File: src/rtl/uart_byte_fifo.sv
// uart_byte_fifo: byte FIFO between a UART receiver and sender.
// Bytes from the receiver are pushed into a circular buffer; a small drain
// FSM pops one byte at a time into out_data and strobes out_start, then
// follows the sender's tx_busy handshake before popping the next byte.
// Optional build macro UART_FIFO_OVF_STICKY_EN: when defined, overflow is
// sticky until reset; when undefined, overflow pulses for one cycle after
// each dropped byte.
module uart_byte_fifo #(
  parameter int AW        = 4,
  parameter int BUSY_WAIT = 3
) (
  input  logic          clk,
  input  logic          rstn,
  input  logic [7:0]    in_data,
  input  logic          in_valid,
  input  logic          tx_busy,
  output logic [7:0]    out_data,
  output logic          out_start,
  output logic [AW:0]   count,
  output logic          empty,
  output logic          full,
  output logic          overflow
);

  localparam int DEPTH = 1 << AW;
  localparam int WW    = (BUSY_WAIT < 2) ? 1 : $clog2(BUSY_WAIT);

  typedef enum logic [1:0] {IDLE, WAIT_BUSY, WAIT_DONE} state_t;

  logic [7:0]    mem [DEPTH];

  state_t        state_q, state_d;
  logic [AW-1:0] wr_ptr_q, wr_ptr_d;
  logic [AW-1:0] rd_ptr_q, rd_ptr_d;
  logic [AW:0]   count_q, count_d;
  logic          empty_q, empty_d;
  logic          full_q, full_d;
  logic          ovf_q, ovf_d;
  logic [7:0]    out_data_q, out_data_d;
  logic          out_start_q, out_start_d;
  logic [WW-1:0] wcnt_q, wcnt_d;

  logic          push, pop, drop;

  // Pop only from IDLE on registered flags, so a byte pushed into an empty
  // FIFO is never popped in the same cycle; a full FIFO accepts a byte when
  // a pop frees a slot in that cycle.
  always_comb begin
    pop  = (state_q == IDLE) && !empty_q && !tx_busy;
    push = in_valid && (!full_q || pop);
    drop = in_valid && full_q && !pop;
  end

  // Next-state for pointers, occupancy flags, overflow and the drain FSM.
  always_comb begin
    wr_ptr_d    = wr_ptr_q;
    rd_ptr_d    = rd_ptr_q;
    count_d     = count_q;
    out_data_d  = out_data_q;
    out_start_d = 1'b0;
    state_d     = state_q;
    wcnt_d      = wcnt_q;

    if (push) wr_ptr_d = wr_ptr_q + AW'(1);
    if (pop) begin
      rd_ptr_d   = rd_ptr_q + AW'(1);
      out_data_d = mem[rd_ptr_q];
    end
    case ({push, pop})
      2'b10:   count_d = count_q + (AW+1)'(1);
      2'b01:   count_d = count_q - (AW+1)'(1);
      default: count_d = count_q;
    endcase
    empty_d = (count_d == '0);
    full_d  = (count_d == (AW+1)'(DEPTH));

`ifdef UART_FIFO_OVF_STICKY_EN
    ovf_d = ovf_q | drop;
`else
    ovf_d = drop;
`endif

    case (state_q)
      IDLE: begin
        if (pop) begin
          out_start_d = 1'b1;
          wcnt_d      = '0;
          state_d     = WAIT_BUSY;
        end
      end
      WAIT_BUSY: begin
        // Give up on a sender that never acknowledges, so the FIFO keeps draining.
        if (tx_busy)                              state_d = WAIT_DONE;
        else if (wcnt_q == WW'(BUSY_WAIT - 1))    state_d = IDLE;
        else                                      wcnt_d  = wcnt_q + WW'(1);
      end
      WAIT_DONE: begin
        if (!tx_busy) state_d = IDLE;
      end
      default: state_d = IDLE;
    endcase
  end

  // Control and output registers, asynchronously cleared.
  always_ff @(posedge clk or negedge rstn) begin
    if (!rstn) begin
      state_q     <= IDLE;
      wr_ptr_q    <= '0;
      rd_ptr_q    <= '0;
      count_q     <= '0;
      empty_q     <= 1'b1;
      full_q      <= 1'b0;
      ovf_q       <= 1'b0;
      out_data_q  <= 8'h00;
      out_start_q <= 1'b0;
      wcnt_q      <= '0;
    end else begin
      state_q     <= state_d;
      wr_ptr_q    <= wr_ptr_d;
      rd_ptr_q    <= rd_ptr_d;
      count_q     <= count_d;
      empty_q     <= empty_d;
      full_q      <= full_d;
      ovf_q       <= ovf_d;
      out_data_q  <= out_data_d;
      out_start_q <= out_start_d;
      wcnt_q      <= wcnt_d;
    end
  end

  // Storage array; contents need no reset since pointers gate every read.
  always_ff @(posedge clk) begin
    if (push) mem[wr_ptr_q] <= in_data;
  end

  assign out_data  = out_data_q;
  assign out_start = out_start_q;
  assign count     = count_q;
  assign empty     = empty_q;
  assign full      = full_q;
  assign overflow  = ovf_q;

endmodule

File: config.mk
export PLATFORM = sky130hd
export DESIGN_NAME = uart_byte_fifo
export DESIGN_NICKNAME = d
export VERILOG_FILES = /design/src/rtl/uart_byte_fifo.sv
export SDC_FILE = /design/constraint.sdc
export NUM_CORES = 1
export LEC_CHECK = 0
export CAP_MARGIN = 20
export CELL_PAD_IN_SITES_DETAIL_PLACEMENT = 1
export CELL_PAD_IN_SITES_GLOBAL_PLACEMENT = 1
export CORE_MARGIN = 4
export CORE_UTILIZATION = 54
export CTS_BUF_LIST = sky130_fd_sc_hd__clkbuf_4
export DETAILED_ROUTE_END_ITERATION = 6
export PLACE_DENSITY_LB_ADDON = 0.08
export SYNTH_ARGS = -nofsm -noshare
export SYNTH_HDL_FRONTEND = slang
export SYNTH_SLANG_ARGS = --single-unit
File: constraint.sdc
create_clock -name clk -period 3.7 [get_ports clk]
set_input_delay 0.555 -clock clk [delete_from_list [all_inputs] [get_ports clk]]
set_output_delay 0.555 -clock clk [all_outputs]
set_load 0.05 [all_outputs]
==> impl_metrics.json, run 1 <==
{
  "outcome": "finished, final reports clean",
  "worst_pin_slew_ns": 1.04,
  "dr_total_vias": 3392,
  "fp.dieArea_um2": 13700,
  "relSlewSlack_pct": 30.4,
  "ys_async_sr_fraction_pct": 18.5,
  "period_minus_slack_ns": 2.78,
  "fin_nets": 442,
  "die_y_um": 117,
  "port_buffers": 28,
  "gr-total-overflow": 0,
  "maxCapViolations": 0,
  "r2r-end": "full$_DFF_PN0_",
  "ys_seq_area_share_pct": 71.1,
  "cts_setup_buffers": 0,
  "worstSetupStartpointType": "flop",
  "synth_cells": 371,
  "setup_viol": 0,
  "via_per_inst": 5.87,
  "critPathMaxFanout": 9,
  "fmax_mhz": 360,
  "die_x_um": 117,
  "wl_met1_um": 5680,
  "clock_path_buffers": 2,
  "slowest_delay_ns": 0.47,
  "fin_setup_tns_ns": 0,
  "synth_fp_nets": 392,
  "grt_pass1_vias": 3674,
  "cts_tree": "done",
  "arrival_ns": 3.25,
  "cts.clk_slew.worst_paths_ns": 0.14,
  "r2r_setup_slack_ns": 0.92,
  "synth_cell_types": 45,
  "syn-cell-area_um2": 6430,
  "ant_nets": 0,
  "groute.usage.overall_pct": 21.8,
  "drcViolationCount": 0,
  "rsz0062_at_grt": "false",
  "wl_met3_um": 520,
  "ys_seq_elements": 157,
  "min-delay-path-class": "input port to asynchronous set/reset pin",
  "wire_per_inst_um": 23.2,
  "worstPathCellList": "nor2_1, nand2_1, a21boi_1, inv_1, ha_1, xor2_1, ha_1, a21oi_1, xnor2_1, nor4bb_1, a21oi_1, nor3b_1",
  "nFillCells": 1028,
  "cp.required_ns": 4.17,
  "core-area_um2": 11500,
  "grt_pass1_wl_um": 21200,
  "final_hold_viol_count": 0,
  "ctsResizeCount": 0,
  "clock_latency_ns": 0.55,
  "clkSinkCount": 157,
  "worstRegToRegCells": 12,
  "grt_start_max_net_pins": 32,
  "synth_area_leader_cell": "edfxtp_1",
  "cp_slowest_cell": "dfrtp_1",
  "ioPinCount": 29,
  "cts-root-buf": "clkbuf_4",
  "p_leak_uw": 0.00257,
  "dpl_worst_slack_ns": 0.384,
  "cp-end-kind": "flop",
  "worstSetupPathType": "flop to flop",
  "rows": 39,
  "synth_area_leaders": "edfxtp_1 60%, dfrtp_1 11%, mux4_2 4.9%, mux2_2 3.3%, mux4_1 3.3%",
  "period_share_pct": 75.2,
  "synth_edf_count": 128,
  "finClkSkew_ns": 0.0165,
  "antenna_found_initial": 1,
  "drt_iter0_drc": 241,
  "yosysWarnings": 0,
  "firstDrtPassIters": 5,
  "drive_above_1_share_pct": 20.7,
  "dpl.hpwl_um": 8910,
  "top_layer_used": "met4",
  "netlist.area_leader.share_pct": 59.8,
  "initial_core_util_pct": 55.9,
  "drt-total-wl_um": 13400,
  "reg2reg_from": "state_q[0]$_DFFE_PN0P_",
  "synth_flop_cell": "edfxtp_1",
  "setup_ws_ns": 0.919,
  "wl_met2_um": 7040,
  "post_synth.cell_area_avg_um2": 17.3,
  "area_growth_syn_to_layout_pct": 12.7,
  "cts_hold_buf": 0,
  "cts_buffers": 17,
  "power_density_nw_per_um2": 767,
  "slew_viol_final": 0,
  "ir_drop_mv": 0.329,
  "cts_htree_levels": 4,
  "place.gp.congestion": 0.873
}
metrics by stage:
stage	std cells	hold slack (ns)	utilization [%]	cell area (um2)	total power [uW]
finish	578	0.503	63.0	7250	5560
global route	578	0.521	63.0	7250	5900
CTS	577	0.491	62.9	7250	5610
detailed placement	545	0.491	60.4	6950	4570
global placement	545	0.473	60.4	6950	4480
floorplan	371	0.259	-	6430	3950
report_power, final:
part,leakage (uW),switching (uW),internal (uW)
clock,0.000156,619,421
combinational,0.000899,1030,906
sequential,0.00151,378,2200
critical path, delay by kind of cell (launching register included):
| kind | cells | cell delay (ns) |
|---|---|---|
| AOI/OAI and AO/OA | 3 | 0.49 |
| xor gates and xnor gates | 2 | 0.37 |
| adders and majority gates | 2 | 0.56 |
| buffers and inverters | 1 | 0.09 |
| DFF | 1 | 0.47 |
| and+or+nand+nor | 4 | 0.73 |
flip-flops by register name (all words and copies together), names as in the netlist:
name       flops
wcnt_q         2
full           1
count          5
empty          1
wr_ptr_q       4
state_q        2
overflow       1
mem          128
rd_ptr_q       4
out_data       8
out_start      1
cell families after synthesis:
group,share of synthesized area [%]
DFF,71.1
buffers and inverters,2.20
and+or+nand+nor,4.88
adders and majority gates,1.75
xor gates and xnor gates,1.63
muxes,13.5
AOI/OAI and AO/OA,4.96
synthesized netlist by cell type, drive strengths merged (3+ instances only):
| master | n |
|---|---|
| edfxtp | 128 |
| dfrtp | 28 |
| mux4 | 22 |
| nor2 | 21 |
| mux2 | 19 |
| mux2i | 13 |
| nand2 | 13 |
| nor3 | 11 |
| buf | 10 |
| clkbuf | 10 |
| o21ai | 10 |
| ha | 9 |
| a21oi | 8 |
| a221o | 8 |
| inv | 8 |
| xnor2 | 8 |
| o21bai | 5 |
| o22ai | 5 |
| nand2b | 4 |
| xor2 | 4 |
| and2 | 3 |
| nor2b | 3 |
layout make-up:
| class | instances | area, um2 | share of cell area, % |
|---|---|---|---|
| clock inverter | 14 | 158 | 2.17 |
| inverter | 8 | 30.0 | 0.414 |
| sequential | 157 | 4570 | 63.1 |
| tap | 143 | 179 | 2.47 |
| antenna | 1 | 2.50 | 0.0345 |
| timing repair buffer | 51 | 453 | 6.25 |
| clock buffer | 18 | 135 | 1.86 |
| multi-input combinational | 186 | 1720 | 23.7 |
placed cells by master, fill, tap and decap left out, drive strengths merged, types with 3 or more instances in the layout:
cell and count:
clkdlybuf4s50 28, a21oi 8, edfxtp 128, nor3 11
nor2b 3, mux2i 13, o22ai 5, nor2 21
and2 3, buf 23, mux4 22, dfrtp 28
clkinv 5, clkbuf 18, ha 9, xnor2 8
o21bai 5, nand2 13, xor2 4, a221o 8
o21ai 10, inv 13, mux2 19, nand2b 4
per-layer routing:
metal | track usage, % | vias up
met5 | 0 | -
met4 | 6.96 | 0
met3 | 5.60 | 15
met2 | 36.7 | 78
met1 | 28.1 | 1746
li1 | - | 1553
worst max-delay path by stage:
stage                      startpoint             end  slack [ns]  depth (start not counted)
2_1_floorplan                 tx_busy  full$_DFF_PN0_        0.74                         13
3_3_place_gp                  tx_busy  full$_DFF_PN0_        0.55                         13
3_5_place_dp                  tx_busy  full$_DFF_PN0_        0.38                         13
4_1_cts        state_q[0]$_DFFE_PN0P_  full$_DFF_PN0_        0.90                         12
5_1_grt        state_q[0]$_DFFE_PN0P_  full$_DFF_PN0_        0.51                         12
6_report       state_q[0]$_DFFE_PN0P_  full$_DFF_PN0_        0.92                         12
No activity file was read; power rests on OpenSTA's default activity.
==> inputs of run 2 (changes only) <==
--- a/config.mk
+++ b/config.mk
@@ -9,7 +9,7 @@
 export CELL_PAD_IN_SITES_DETAIL_PLACEMENT = 1
 export CELL_PAD_IN_SITES_GLOBAL_PLACEMENT = 1
 export CORE_MARGIN = 4
-export CORE_UTILIZATION = 54
+export CORE_UTILIZATION = 49
 export CTS_BUF_LIST = sky130_fd_sc_hd__clkbuf_4
 export DETAILED_ROUTE_END_ITERATION = 6
 export PLACE_DENSITY_LB_ADDON = 0.08
==> constraint.sdc (replaced) <==
create_clock -name clk -period 2.35 [get_ports clk]
set_input_delay 0.3525 -clock clk [delete_from_list [all_inputs] [get_ports clk]]
set_output_delay 0.3525 -clock clk [all_outputs]
set_load 0.05 [all_outputs]
==> run 2 against run 1 <==
  * The run now ends with setup timing left
  * Critical path type unchanged
  * Critical path depth stayed put
  * Non-clock buffer count is 27 higher
  * Die area is 9.5% higher
  * Critical endpoint unchanged
  * Final area is 4.9% higher
==> impl_metrics.json, run 2 (synthesis results as in run 1) <==
{
  "outcome": "finished, violations left",
  "violations": "setup timing",
  "ioPinCount": 29,
  "cts_tree": "done",
  "drive_above_1_share_pct": 28.0,
  "core-area_um2": 12700,
  "final_hold_viol_count": 0,
  "clock_latency_ns": 0.57,
  "diodes": 0,
  "rows": 41,
  "clock_path_buffers": 2,
  "firstDrtPassIters": 4,
  "rsz0062_at_grt": "true",
  "maxCapViolations": 0,
  "p_leak_uw": 0.00274,
  "drcViolationCount": 0,
  "cts_htree_levels": 4,
  "gr-total-overflow": 0,
  "critPathMaxFanout": 3,
  "fin_area_um2": 7600,
  "fin_nets": 469,
  "worstSetupStartpointType": "flop",
  "power_density_nw_per_um2": 1200,
  "worstSetupPathType": "flop to flop",
  "dpl_cell_area_um2": 7220,
  "whs_ns": 0.175,
  "nFillCells": 1187,
  "cp-end-kind": "flop",
  "drt_iter0_drc": 205,
  "fp.dieArea_um2": 15000,
  "place.gp.congestion": 0.769,
  "layout_commonest_cell": "edfxtp_1",
  "via_per_inst": 5.51,
  "port_buffers": 28,
  "dpl.hpwl_um": 9220,
  "largest_register_ffs": 128,
  "cp.required_ns": 2.85,
  "fmax_mhz": 418,
  "top_register": "mem",
  "period_share_pct": 102,
  "min-delay-path-class": "input port to asynchronous set/reset pin",
  "area_growth_syn_to_layout_pct": 18.2,
  "relSlewSlack_pct": 58.4,
  "die_y_um": 123,
  "dr_total_vias": 3490,
  "groute.usage.overall_pct": 20.2,
  "cp_slowest_cell": "dfstp_2",
  "fin_util_pct": 59.8,
  "grt_pass1_wl_um": 21600,
  "total_power_uw": 9160,
  "cts.clk_slew.worst_paths_ns": 0.13,
  "grt_pass1_vias": 3766,
  "final_cell_mix": "128 x edfxtp_1, 47 x buf_4, 27 x dfrtp_1, 24 x clkdlybuf4s50_1",
  "arrival_ns": 2.89,
  "wire_per_inst_um": 21.9,
  "cts_buffers": 17,
  "die_x_um": 123,
  "slew_viol_final": 0,
  "grt_start_max_net_pins": 41,
  "setup_viol": 1,
  "ant_nets": 0,
  "finClkSkew_ns": 0.0162,
  "initial_core_util_pct": 50.6,
  "ir_drop_mv": 0.672,
  "setup_ws_ns": -0.0404,
  "slowest_delay_ns": 0.58,
  "drt-total-wl_um": 13900,
  "cts-root-buf": "clkbuf_4",
  "antenna_found_initial": 0,
  "period_minus_slack_ns": 2.39,
  "clkSinkCount": 157,
  "worstPathCellList": "nor2_2, nand2_2, buf_6, inv_4, ha_4, xor2_2, ha_2, buf_4, o221ai_1, o211ai_1, xnor2_1, nor3b_2",
  "worst_pin_slew_ns": 0.622,
  "cts_hold_buf": 0
}
-- run 2: cell types whose count changed in the layout (fill, tap and decap cells not counted), sizes merged, moves of 3 or more --
cell,delta
buf,+27
clkdlybuf4s50,-4
dlygate4sd2,+3
inv,-3
-- run 2: stage by stage --
stage	TNS (ns)	instances	setup slack, ns
after CTS	-0.0798	631	-0.0611
after global routing	-0.381	633	-0.220
after global placement	-1.24	596	-0.388
after detailed placement	-2.22	596	-0.530
after floorplan	-0.462	371	-0.224
final	-0.0404	633	-0.0404
-- run 2: routing by layer --
| metal | share of wire, % | global-route usage, % | vias to the layer above |
|---|---|---|---|
| met2 | 52 | 34.4 | 77 |
| met1 | 43 | 25.3 | 1786 |
| li1 | - | - | 1615 |
| met5 | 0 | 0 | - |
| met4 | 1.1 | 6.72 | 0 |
| met3 | 4.4 | 5.44 | 12 |
-- run 2: power by group --
group / internal (uW) / switching, uW / total [uW] / leakage [uW]
clock: 748 / 945 / 1690 / 0.000152
combinational: 1680 / 1980 / 3660 / 0.00108
sequential: 3470 / 336 / 3810 / 0.00151
total: 5900 / 3260 / 9160 / 0.00274
-- run 2: critical path: cells and delay by family (launching register included) --
family | cells | cell delay [ns]
AOI/OAI and AO/OA | 2 | 0.31
xor gates and xnor gates | 2 | 0.42
adders and majority gates | 2 | 0.37
buffers and inverters | 3 | 0.29
DFF | 1 | 0.58
and+or+nand+nor | 3 | 0.35
-- run 2: path summary, 6_finish.rpt --
kind	slack (ns)	startpoint	cells past startpoint	end
setup / recovery	-0.04	empty$_DFF_PN1_	12	full$_DFF_PN0_
hold / removal	0.17	rstn	2	count[3]$_DFF_PN0_
setup reg to reg	-0.04	empty$_DFF_PN1_	12	full$_DFF_PN0_
hold reg to reg	0.52	count[4]$_DFF_PN0_	1	count[4]$_DFF_PN0_
max in group asynchronous	1.84	rstn	2	empty$_DFF_PN1_
min in group clk	0.41	in_valid	2	overflow$_DFF_PN0_
-- run 2: layout make-up --
| type | instances | area (um2) | share of cell area (%) |
|---|---|---|---|
| sequential | 157 | 4570 | 60.1 |
| inverter | 8 | 32.5 | 0.428 |
| clock inverter | 14 | 168 | 2.21 |
| timing repair buffer | 78 | 683 | 8.99 |
| tap | 172 | 215 | 2.83 |
| clock buffer | 18 | 135 | 1.78 |
| multi-input combinational | 186 | 1800 | 23.6 |
-- run 2: timing repair --
action,4_1_cts,5_1_grt
pin swaps,9,3
endpoints found under the hold margin,0,0
endpoints found under the setup margin,6,5
setup buffers,3,2
gates resized for setup,8,6
